### src/rtl/id_ex_stage_pkg.sv
// Shared widths, ALU function codes and forwarding-select encoding for the ID/EX stage.
// The optional forwarding datapath is selected by the ID_EX_FORWARDING_EN macro in id_ex_stage.
package id_ex_stage_pkg;

  localparam int DWIDTH_DEF = 32;
  localparam int AWIDTH_DEF = 5;
  localparam int FWIDTH_DEF = 4;

  localparam logic [FWIDTH_DEF-1:0] ALU_ADD = 4'd0;
  localparam logic [FWIDTH_DEF-1:0] ALU_SUB = 4'd1;
  localparam logic [FWIDTH_DEF-1:0] ALU_AND = 4'd2;
  localparam logic [FWIDTH_DEF-1:0] ALU_OR  = 4'd3;
  localparam logic [FWIDTH_DEF-1:0] ALU_SLT = 4'd4;

  typedef enum logic [1:0] {
    FWD_REG   = 2'd0,
    FWD_EXMEM = 2'd1,
    FWD_MEMWB = 2'd2
  } fwd_sel_t;

endpackage

### src/rtl/id_ex_stage_fwd_unit.sv
// Per-operand forwarding: compares one source register against the EX/MEM and MEM/WB
// destinations and muxes the newest value. The younger EX/MEM result wins; $0 never matches.
module fwd_unit
  import id_ex_stage_pkg::*;
#(
  parameter int DWIDTH = DWIDTH_DEF,
  parameter int AWIDTH = AWIDTH_DEF
) (
  input  logic [AWIDTH-1:0] src_addr,
  input  logic [DWIDTH-1:0] src_data,
  input  logic              exmem_reg_wr,
  input  logic [AWIDTH-1:0] exmem_addr,
  input  logic [DWIDTH-1:0] exmem_data,
  input  logic              memwb_reg_wr,
  input  logic [AWIDTH-1:0] memwb_addr,
  input  logic [DWIDTH-1:0] memwb_data,
  output logic [1:0]        sel,
  output logic [DWIDTH-1:0] data
);

  fwd_sel_t sel_e;

  always_comb begin
    sel_e = FWD_REG;
    if (exmem_reg_wr && (exmem_addr != '0) && (exmem_addr == src_addr)) begin
      sel_e = FWD_EXMEM;
    end else if (memwb_reg_wr && (memwb_addr != '0) && (memwb_addr == src_addr)) begin
      sel_e = FWD_MEMWB;
    end
  end

  always_comb begin
    data = src_data;
    case (sel_e)
      FWD_EXMEM: data = exmem_data;
      FWD_MEMWB: data = memwb_data;
      default:   data = src_data;
    endcase
  end

  assign sel = sel_e;

endmodule

### src/rtl/id_ex_stage.sv
// ID/EX pipeline register with operand forwarding, immediate select and hazard stall.
// ID_EX_FORWARDING_EN: defined -> forward and stall on load-use only; undefined -> stall on any RAW.
module id_ex_stage
  import id_ex_stage_pkg::*;
#(
  parameter int DWIDTH = DWIDTH_DEF,
  parameter int AWIDTH = AWIDTH_DEF,
  parameter int FWIDTH = FWIDTH_DEF
) (
  input  logic              ie_i_clk,
  input  logic              ie_i_rst,
  input  logic              ie_i_valid,
  input  logic [DWIDTH-1:0] ie_i_data_rs,
  input  logic [DWIDTH-1:0] ie_i_data_rt,
  input  logic [AWIDTH-1:0] ie_i_addr_rs,
  input  logic [AWIDTH-1:0] ie_i_addr_rt,
  input  logic [AWIDTH-1:0] ie_i_addr_rd,
  input  logic [DWIDTH-1:0] ie_i_imm,
  input  logic [FWIDTH-1:0] ie_i_funct,
  input  logic              ie_i_alu_src,
  input  logic              ie_i_reg_wr,
  input  logic              ie_i_mem_rd,
  input  logic              ie_i_mem_wr,
  input  logic              ie_i_flush,
  input  logic              ie_i_exmem_reg_wr,
  input  logic [AWIDTH-1:0] ie_i_exmem_addr_rd,
  input  logic [DWIDTH-1:0] ie_i_exmem_data,
  input  logic              ie_i_memwb_reg_wr,
  input  logic [AWIDTH-1:0] ie_i_memwb_addr_rd,
  input  logic [DWIDTH-1:0] ie_i_memwb_data,
  output logic              ie_o_stall,
  output logic              ie_o_valid,
  output logic [DWIDTH-1:0] ie_o_alu_a,
  output logic [DWIDTH-1:0] ie_o_alu_b,
  output logic [FWIDTH-1:0] ie_o_funct,
  output logic [DWIDTH-1:0] ie_o_store_data,
  output logic [AWIDTH-1:0] ie_o_addr_rd,
  output logic              ie_o_reg_wr,
  output logic              ie_o_mem_rd,
  output logic              ie_o_mem_wr
);

  logic              valid_q;
  logic [DWIDTH-1:0] data_rs_q;
  logic [DWIDTH-1:0] data_rt_q;
  logic [AWIDTH-1:0] addr_rs_q;
  logic [AWIDTH-1:0] addr_rt_q;
  logic [AWIDTH-1:0] addr_rd_q;
  logic [DWIDTH-1:0] imm_q;
  logic [FWIDTH-1:0] funct_q;
  logic              alu_src_q;
  logic              reg_wr_q;
  logic              mem_rd_q;
  logic              mem_wr_q;

  logic              load_use;
  logic [1:0]        sel_rs;
  logic [1:0]        sel_rt;
  logic [DWIDTH-1:0] opnd_rs;
  logic [DWIDTH-1:0] opnd_rt;

  // Bubbles only clear the qualifying bits; datapath fields keep their old value.
  always_ff @(posedge ie_i_clk) begin
    if (!ie_i_rst) begin
      valid_q   <= 1'b0;
      data_rs_q <= '0;
      data_rt_q <= '0;
      addr_rs_q <= '0;
      addr_rt_q <= '0;
      addr_rd_q <= '0;
      imm_q     <= '0;
      funct_q   <= '0;
      alu_src_q <= 1'b0;
      reg_wr_q  <= 1'b0;
      mem_rd_q  <= 1'b0;
      mem_wr_q  <= 1'b0;
    end else if (ie_i_flush || ie_o_stall) begin
      valid_q  <= 1'b0;
      reg_wr_q <= 1'b0;
      mem_rd_q <= 1'b0;
      mem_wr_q <= 1'b0;
    end else begin
      valid_q   <= ie_i_valid;
      data_rs_q <= ie_i_data_rs;
      data_rt_q <= ie_i_data_rt;
      addr_rs_q <= ie_i_addr_rs;
      addr_rt_q <= ie_i_addr_rt;
      addr_rd_q <= ie_i_addr_rd;
      imm_q     <= ie_i_imm;
      funct_q   <= ie_i_funct;
      alu_src_q <= ie_i_alu_src;
      reg_wr_q  <= ie_i_reg_wr & ie_i_valid;
      mem_rd_q  <= ie_i_mem_rd & ie_i_valid;
      mem_wr_q  <= ie_i_mem_wr & ie_i_valid;
    end
  end

  assign load_use = ie_i_valid & valid_q & mem_rd_q & (addr_rd_q != '0) &
                    ((addr_rd_q == ie_i_addr_rs) | (addr_rd_q == ie_i_addr_rt));

`ifdef ID_EX_FORWARDING_EN
  fwd_unit #(.DWIDTH(DWIDTH), .AWIDTH(AWIDTH)) u_fwd_rs (
    .src_addr(addr_rs_q), .src_data(data_rs_q),
    .exmem_reg_wr(ie_i_exmem_reg_wr), .exmem_addr(ie_i_exmem_addr_rd), .exmem_data(ie_i_exmem_data),
    .memwb_reg_wr(ie_i_memwb_reg_wr), .memwb_addr(ie_i_memwb_addr_rd), .memwb_data(ie_i_memwb_data),
    .sel(sel_rs), .data(opnd_rs)
  );

  fwd_unit #(.DWIDTH(DWIDTH), .AWIDTH(AWIDTH)) u_fwd_rt (
    .src_addr(addr_rt_q), .src_data(data_rt_q),
    .exmem_reg_wr(ie_i_exmem_reg_wr), .exmem_addr(ie_i_exmem_addr_rd), .exmem_data(ie_i_exmem_data),
    .memwb_reg_wr(ie_i_memwb_reg_wr), .memwb_addr(ie_i_memwb_addr_rd), .memwb_data(ie_i_memwb_data),
    .sel(sel_rt), .data(opnd_rt)
  );

  logic unused_sel;
  assign unused_sel = ^{sel_rs, sel_rt};

  assign ie_o_stall = load_use;
`else
  // Without forwarding the compare units look at the incoming decode sources instead,
  // so a hit against EX/MEM or MEM/WB means decode must wait for write-back.
  logic [DWIDTH-1:0] unused_fwd_rs;
  logic [DWIDTH-1:0] unused_fwd_rt;
  logic              raw_rs;
  logic              raw_rt;
  logic              unused_bits;

  fwd_unit #(.DWIDTH(DWIDTH), .AWIDTH(AWIDTH)) u_fwd_rs (
    .src_addr(ie_i_addr_rs), .src_data(data_rs_q),
    .exmem_reg_wr(ie_i_exmem_reg_wr), .exmem_addr(ie_i_exmem_addr_rd), .exmem_data(ie_i_exmem_data),
    .memwb_reg_wr(ie_i_memwb_reg_wr), .memwb_addr(ie_i_memwb_addr_rd), .memwb_data(ie_i_memwb_data),
    .sel(sel_rs), .data(unused_fwd_rs)
  );

  fwd_unit #(.DWIDTH(DWIDTH), .AWIDTH(AWIDTH)) u_fwd_rt (
    .src_addr(ie_i_addr_rt), .src_data(data_rt_q),
    .exmem_reg_wr(ie_i_exmem_reg_wr), .exmem_addr(ie_i_exmem_addr_rd), .exmem_data(ie_i_exmem_data),
    .memwb_reg_wr(ie_i_memwb_reg_wr), .memwb_addr(ie_i_memwb_addr_rd), .memwb_data(ie_i_memwb_data),
    .sel(sel_rt), .data(unused_fwd_rt)
  );

  assign raw_rs = (ie_i_addr_rs != '0) &
                  ((valid_q & reg_wr_q & (addr_rd_q == ie_i_addr_rs)) | (sel_rs != FWD_REG));
  assign raw_rt = (ie_i_addr_rt != '0) &
                  ((valid_q & reg_wr_q & (addr_rd_q == ie_i_addr_rt)) | (sel_rt != FWD_REG));

  assign opnd_rs     = data_rs_q;
  assign opnd_rt     = data_rt_q;
  assign unused_bits = ^{unused_fwd_rs, unused_fwd_rt, addr_rs_q, addr_rt_q};
  assign ie_o_stall  = load_use | (ie_i_valid & (raw_rs | raw_rt));
`endif

  assign ie_o_valid      = valid_q;
  assign ie_o_alu_a      = opnd_rs;
  assign ie_o_store_data = opnd_rt;
  assign ie_o_alu_b      = alu_src_q ? imm_q : opnd_rt;
  assign ie_o_funct      = funct_q;
  assign ie_o_addr_rd    = addr_rd_q;
  assign ie_o_reg_wr     = reg_wr_q;
  assign ie_o_mem_rd     = mem_rd_q;
  assign ie_o_mem_wr     = mem_wr_q;

endmodule

### config.mk
export PLATFORM = sky130hd
export DESIGN_NAME = id_ex_stage
export DESIGN_NICKNAME = d
export VERILOG_FILES = /design/src/rtl/id_ex_stage_pkg.sv /design/src/rtl/id_ex_stage_fwd_unit.sv /design/src/rtl/id_ex_stage.sv
export SDC_FILE = /design/constraint.sdc
export NUM_CORES = 1
export LEC_CHECK = 0
export CAP_MARGIN = 0
export CORE_MARGIN = 3
export CORE_UTILIZATION = 49
export DETAILED_ROUTE_END_ITERATION = 6
export MAX_ROUTING_LAYER = met4
export PLACE_DENSITY = 0.86
export SLEW_MARGIN = 20
export SYNTH_ARGS = -nofsm -noshare
export SYNTH_HDL_FRONTEND = slang
export SYNTH_HIERARCHICAL = 1
export SYNTH_SLANG_ARGS = --single-unit
### constraint.sdc
create_clock -name ie_i_clk -period 5.8 [get_ports ie_i_clk]
set_input_delay 1.16 -clock ie_i_clk [delete_from_list [all_inputs] [get_ports ie_i_clk]]
set_output_delay 1.16 -clock ie_i_clk [all_outputs]
set_load 0.02 [all_outputs]
==> results of run 1 <==
==> layer usage <==
layer / vias up / global-route usage (%) / part of all wire [%]
met5: - / - / 0
met4: 0 / 10.0 / 2.6
met3: 31 / 8.46 / 9.0
met2: 187 / 41.1 / 50
met1: 2264 / 27.2 / 38
li1: 2351 / - / -
==> flip-flops by register name, summed over array words and instances (netlist names) <==
register / count
ie_o_funct: 4
ie_o_mem_rd: 1
ie_o_reg_wr: 1
ie_o_store_data: 32
alu_src_q: 1
ie_o_addr_rd: 5
ie_o_valid: 1
ie_o_alu_a: 32
imm_q: 32
ie_o_mem_wr: 1
==> layout make-up <==
type                            count  share of cell area [%]
Multi-Input combinational cell    426                    35.2
Timing Repair Buffer              246                    31.1
Sequential cell                   110                    27.7
Clock buffer                       10                    3.01
Tap cell                          140                    2.20
Clock inverter                      6                   0.551
Inverter                            2                  0.0945
Antenna cell                        1                  0.0315
==> through the flow <==
stage	area (um2)	setup slack, ps	cells	hold WS [ps]
2_1_floorplan	5510	1810	598	431
3_3_place_gp	7660	760	924	439
3_5_place_dp	7660	706	924	445
4_1_cts	7940	704	940	460
5_1_grt	7950	532	941	479
6_report	7950	683	941	454
==> worst min-delay path, stage by stage, from the launching register on <==
cell     delay, ps
dfxtp_1        310
nand2_1         50
mux2i_1         50
==> worst paths after layout <==
check	start	end	slack (ps)	cells after the start
worst max-delay path	ie_i_exmem_addr_rd[1]	ie_o_stall	680	10
worst min-delay path	imm_q[2]$_SDFFE_PN0N_	imm_q[2]$_SDFFE_PN0N_	450	2
worst max register to register	ie_o_addr_rd[4]$_SDFFE_PN0N_	ie_o_alu_a[17]$_SDFFE_PN0N_	3330	7
worst min register to register	imm_q[2]$_SDFFE_PN0N_	imm_q[2]$_SDFFE_PN0N_	450	2
==> report_power, final <==
part           switching [W]  total, W  internal (W)
Clock               0.000283  0.000589      0.000306
Combinational       0.000210  0.000460      0.000250
Sequential         0.0000392  0.000845      0.000806
==> results.md, run 1 <==
- CP Data Required Time: ~4600 ps
- Post-Syn Instances: 598
- Crit path max-delay family: simple AND/OR/NAND/NOR gates
- Pins Over Slew Limit: 0
- CTS Hold Bufs: 0
- Vias in the first global route: between 4000 and 5000
- Synthesized area per cell: between 9 and 10 um2
- Final nets: between 900 and 1000
- Core area: about 11000 um2
- Critical Path Start Type: primary input
- CP Capture Type: output pin
- Routability Congestion: 0.879
- Root Driver: clkbuf_16
- CTS tree: built
- Final setup viols: 0
- Max transition margin: a little under two fifths
- TNS Setup: 0 ps
- Clock latency at the later pin of the worst-skew pair: 350 ps
- Vias/cell: 5.14
- Commonest non-fill, non-tap cells in the layout: clkdlybuf4s50_1, nand2_1, dfxtp_1, mux2i_1, mux2_2
- Die area: approximately 13000 um2
- Slew @ Worst Pin: roughly 930 ps
- Crit Path Class: primary input to output pin
- Max clock buf depth: 2
- Final Util: a little over 70%
- WL final: between 15 and 20 mm
- Setup Buffers After CTS: 0
- CP Data Arrival Time: a little under 4000 ps
- Layout area overhead: 44.2%
- RSZ-0062 raised after global routing: false
- Fraction of layout cells with a size suffix above 1: under 10%
- Commonest non-fill, non-tap cell in the layout: clkdlybuf4s50_1
- Multi-input gate area in the final layout: ~2800 um2
- Die width: between 100 and 150 um
- Clock Skew: roughly 8.1 ps
- Post-Syn Area: about 5500 um2
- # fillers: between 700 and 800
- FF/Latch Area: ~2200 um2
- TritonRoute pass-1 iters: 4
- DR vias: approximately 4800
- Crit-path most repeated cell: clkdlybuf4s50_1
- Largest stage delay, worst path: 590 ps
- Num CTS Buffers: 9
- Power per cell area: ~240 nW/um2
- Syn nets: between 700 and 800
- Core Rows: 38
- CP max-delay cell: or4_4
- Final period utilization: around 88%
- Largest net degree at the start of global routing: about 170
- Initial drt markers: approximately 370
- DP Wirelength: between 10 and 15 mm
- Peak supply drop: slightly below 0.2 mV
- First-pass GRT wire length: around 25 mm
- DRC Markers: 0
- Initial Util: around half
- Final Hold Fails: 0
- CP max FO: 4
- Critical-path cell list: clkdlybuf4s50_1 > or4_4 > a21oi_4 > or3_1 > inv_2 > nor4_2 > a311oi_1 > o22ai_1 > or2_1 > clkdlybuf4s50_1
- MaxCap Viol Count: 0
- Die height: 112 um
- Min cycle time layout: just over 5000 ps
- CTS clk-pin slew, worst paths: around 70 ps
- Clock sinks: 110
- Min-delay worst type: flop to flop
- Buf/Inv on CP: 3
- Post-CTS sizing: 0
- P_leak: between 3 and 4 nW
- Status: finished clean
- Global route overflow: 0
- Pwr Total: 0.00189 W
- Htree depth: 3
- Initial antenna violation count: 1
- FMAX: between 150 and 200 MHz
- Tot GR Track Use: about a quarter
- Wirelength per Cell: approximately 16 um
- Synth warn: 6
- I/O Buffers: roughly 240
- Io pins: 309
- Final ANT Viol Nets: 0
(Power assumes the default switching activity.)
==> run 2: changes to the inputs <==
--- a/config.mk
+++ b/config.mk
@@ -7,10 +7,10 @@
 export LEC_CHECK = 0
 export CAP_MARGIN = 0
 export CORE_MARGIN = 3
-export CORE_UTILIZATION = 49
+export CORE_UTILIZATION = 41
 export DETAILED_ROUTE_END_ITERATION = 6
 export MAX_ROUTING_LAYER = met4
-export PLACE_DENSITY = 0.86
+export PLACE_DENSITY = 0.77
 export SLEW_MARGIN = 20
 export SYNTH_ARGS = -nofsm -noshare
 export SYNTH_HDL_FRONTEND = slang
==> constraint.sdc (replaced) <==
create_clock -name ie_i_clk -period 4.2 [get_ports ie_i_clk]
set_input_delay 0.84 -clock ie_i_clk [delete_from_list [all_inputs] [get_ports ie_i_clk]]
set_output_delay 0.84 -clock ie_i_clk [all_outputs]
set_load 0.02 [all_outputs]
==> run 2 against run 1 <==
  * Clock skew increased by 0.86 ps
  * First-iteration DRC count decreased by 12%
  * Final area increased by 2.7%
  * Sequential power increased by 38%
  * Clock power increased by 56%
  * Critical path type unchanged
  * Count of clock-buffer cells in the layout increased by 1
  * Non-clock buffer count increased by 17
==> results.md, run 2 (synthesized netlist as in run 1, its figures left out) <==
- Routability Congestion: 0.975 (+11%)
- Pwr Total: 0.00273 W (+44%)
- I/O Buffers: 244 (unchanged)
- TritonRoute pass-1 iters: 4 (unchanged)
- Max transition margin: 37.3% (-0.86 points)
- DP Wirelength: 10.8 mm (-1.6%)
- Wirelength per Cell: 14.9 um (-8.3%)
- Core Rows: 41 (+7.9%)
- Core area: 12900 um2 (+18%)
- CTS clk-pin slew, worst paths: 70 ps (about the same)
- Final period utilization: 97.7%
- CP Data Required Time: 3360 ps (-1280 ps)
- Min-delay worst type: flop to flop
- Crit Path Class: primary input to output pin
- DR vias: 4778 (-1.1%)
- Min cycle time layout: ~4100 ps
- Die height: 122 um (+8.8%)
- GR Layer Usage met3: 4.83% (-3.6 points)
- Die area: 14900 um2 (+18%)
- MaxCap Viol Count: 0 (unchanged)
- Clock sinks: 110 (unchanged)
- FF-to-FF setup slack: 1910 ps (-1420 ps)
- Hold Slack: 457 ps (+3.78 ps)
- Commonest non-fill, non-tap cell in the layout: clkdlybuf4s50_1
- R2R Path End: ie_o_store_data[23]$_SDFFE_PN0N_
- Clock latency at the later pin of the worst-skew pair: 340 ps (about the same)
- CP max-delay cell: or4_4
- Layout area overhead: 48.1%
- # fillers: 1070 (+37%)
- Slew @ Worst Pin: 941 ps (+12.9 ps)
- Global route overflow: 0 (unchanged)
- Largest stage delay, worst path: 560 ps (-30 ps)
- Max clock buf depth: 2 (unchanged)
- P_leak: 3.40 nW (+3.3%)
- Met2 usage: 32.2% (-8.9 points)
- Die width: 122 um (+8.8%)
- Htree depth: 3 (unchanged)
- Peak supply drop: 0.250 mV (+29%)
- Met1 Usage GRT: 23.4% (-3.8 points)
- Worst r2r path cells: 8 (+1)
- WL final: 14.7 mm (-3.6%)
- Placed Instances: 973 (+5.3%)
- Hold Startpoint: imm_q[27]$_SDFFE_PN0N_
- Final ANT Viol Nets: 0 (unchanged)
- Vias in the first global route: 4612 (-6.8%)
- Initial Util: 42.8% (-7.6 points)
- Commonest non-fill, non-tap cells in the layout: clkdlybuf4s50_1, nand2_1, dfxtp_1, mux2i_1, mux2_2
- FMAX: ~240 MHz
- Worst Hold End: imm_q[27]$_SDFFE_PN0N_
- GR peak layer: met2
- Layout Cells excl Fill: 989 (+5.1%)
- Buf/Inv on CP: 3 (unchanged)
- Critical-path cell list: clkdlybuf4s50_1 > or4_4 > a21oi_4 > or3_1 > inv_2 > nor4_2 > a311oi_1 > o22ai_1 > or2_1 > dlygate4sd2_1
- CP Data Arrival Time: 3260 ps (-700 ps)
- Fraction of layout cells with a size suffix above 1: 9.67% (+1.8 points)
- DRC Markers: 0 (unchanged)
- Initial antenna violation count: 0 (-1)
- Initial drt markers: 322 (-12%)
- RSZ-0062 raised after global routing: false
- Setup Buffers After CTS: 0 (unchanged)
- CP Capture Type: output pin
- Final Hold Fails: 0 (unchanged)
- Clock Skew: 8.94 ps (+0.862 ps)
- Final Util: 63.4% (-9.3 points)
- Crit path max-delay family: simple AND/OR/NAND/NOR gates
- Vias/cell: 4.83 (-5.9%)
- Io pins: 309 (unchanged)
- Final nets: 1011 (+1.7%)
- Pins Over Slew Limit: 0 (unchanged)
- Final setup viols: 0 (unchanged)
- CTS tree: built
- Origin of the critical flop-to-flop path: ie_o_addr_rd[2]$_SDFFE_PN0N_
- Root Driver: clkbuf_16
- First-pass GRT wire length: 22.6 mm (-7.7%)
- Tot GR Track Use: 19.5% (-5.2 points)
- Status: finished clean
- Critical Path Start Type: primary input
- Power per cell area: 334 nW/um2 (+40%)
- CP max FO: 3 (-1)
- Num CTS Buffers: 9 (unchanged)
- Ant diodes: 0 (-1)
- Hold depth: 2 (unchanged)
- Largest net degree at the start of global routing: 143 (-15%)
-- run 2: changes by cell type in the layout (fill, tap and decap cells not counted) --
cell             change
buf_12               +1
buf_4               +16
buf_6                +1
bufinv_16            +2
clkbuf_1             +1
clkbuf_8             -1
clkdlybuf4s50_1      -1
clkinv_2             -1
clkinv_4             -1
diode_2              -1
dlygate4sd2_1        +1
inv_6                -1
-- run 2: worst min-delay path, stage by stage, from the launching register on --
cell	delay, ps
dfxtp_1	310
nand2_1	50
mux2i_1	50
-- run 2: repair_timing --
item | 4_1_cts | 5_1_grt
hold buffers | 0 | 0
resized for setup | 1 | 0
setup endpoints to repair | 1 | 0
-- run 2: per-layer routing --
layer / share of wire [%] / vias to the layer above
met5: 0 / -
met4: 1.8 / 0
met3: 7.3 / 24
met2: 48 / 182
met1: 43 / 2196
li1: - / 2376
-- run 2: worst max path at each step --
| stage | startpoint | endpoint | cells past startpoint |
|---|---|---|---|
| after floorplan | ie_i_exmem_addr_rd[1] | ie_o_stall | 9 |
| after global placement | ie_i_exmem_addr_rd[1] | ie_o_stall | 10 |
| after detailed placement | ie_i_exmem_addr_rd[1] | ie_o_stall | 10 |
| after CTS | ie_i_exmem_addr_rd[1] | ie_o_stall | 10 |
| after global routing | ie_i_exmem_addr_rd[1] | ie_o_stall | 10 |
| final | ie_i_exmem_addr_rd[1] | ie_o_stall | 10 |
-- run 2: through the flow --
| stage | worst slack, ps | TNS (ps) | cell area [um2] |
|---|---|---|---|
| 6_report | 98.1 | 0 | 8160 |
| 5_1_grt | 14.7 | 0 | 8160 |
| 4_1_cts | 136 | 0 | 8160 |
| 3_5_place_dp | -126 | -126 | 7840 |
| 3_3_place_gp | -33.9 | -33.9 | 7840 |
| 2_1_floorplan | 847 | 0 | 5510 |
-- run 2: power by group --
group	switching (W)	internal [W]
combinational	0.000287	0.000355
clock	0.000378	0.000541
sequential	0.0000533	0.00111
total	0.000718	0.00201
-- run 2: layout make-up --
type                            count  area, um2  share of cell area [%]
Clock buffer                       11        243                    2.97
Clock inverter                      5       81.3                   0.997
Inverter                            2       7.51                  0.0920
Multi-Input combinational cell    426       2800                    34.3
Sequential cell                   110       2200                    27.0
Tap cell                          172        215                    2.64
Timing Repair Buffer              263       2610                    32.0
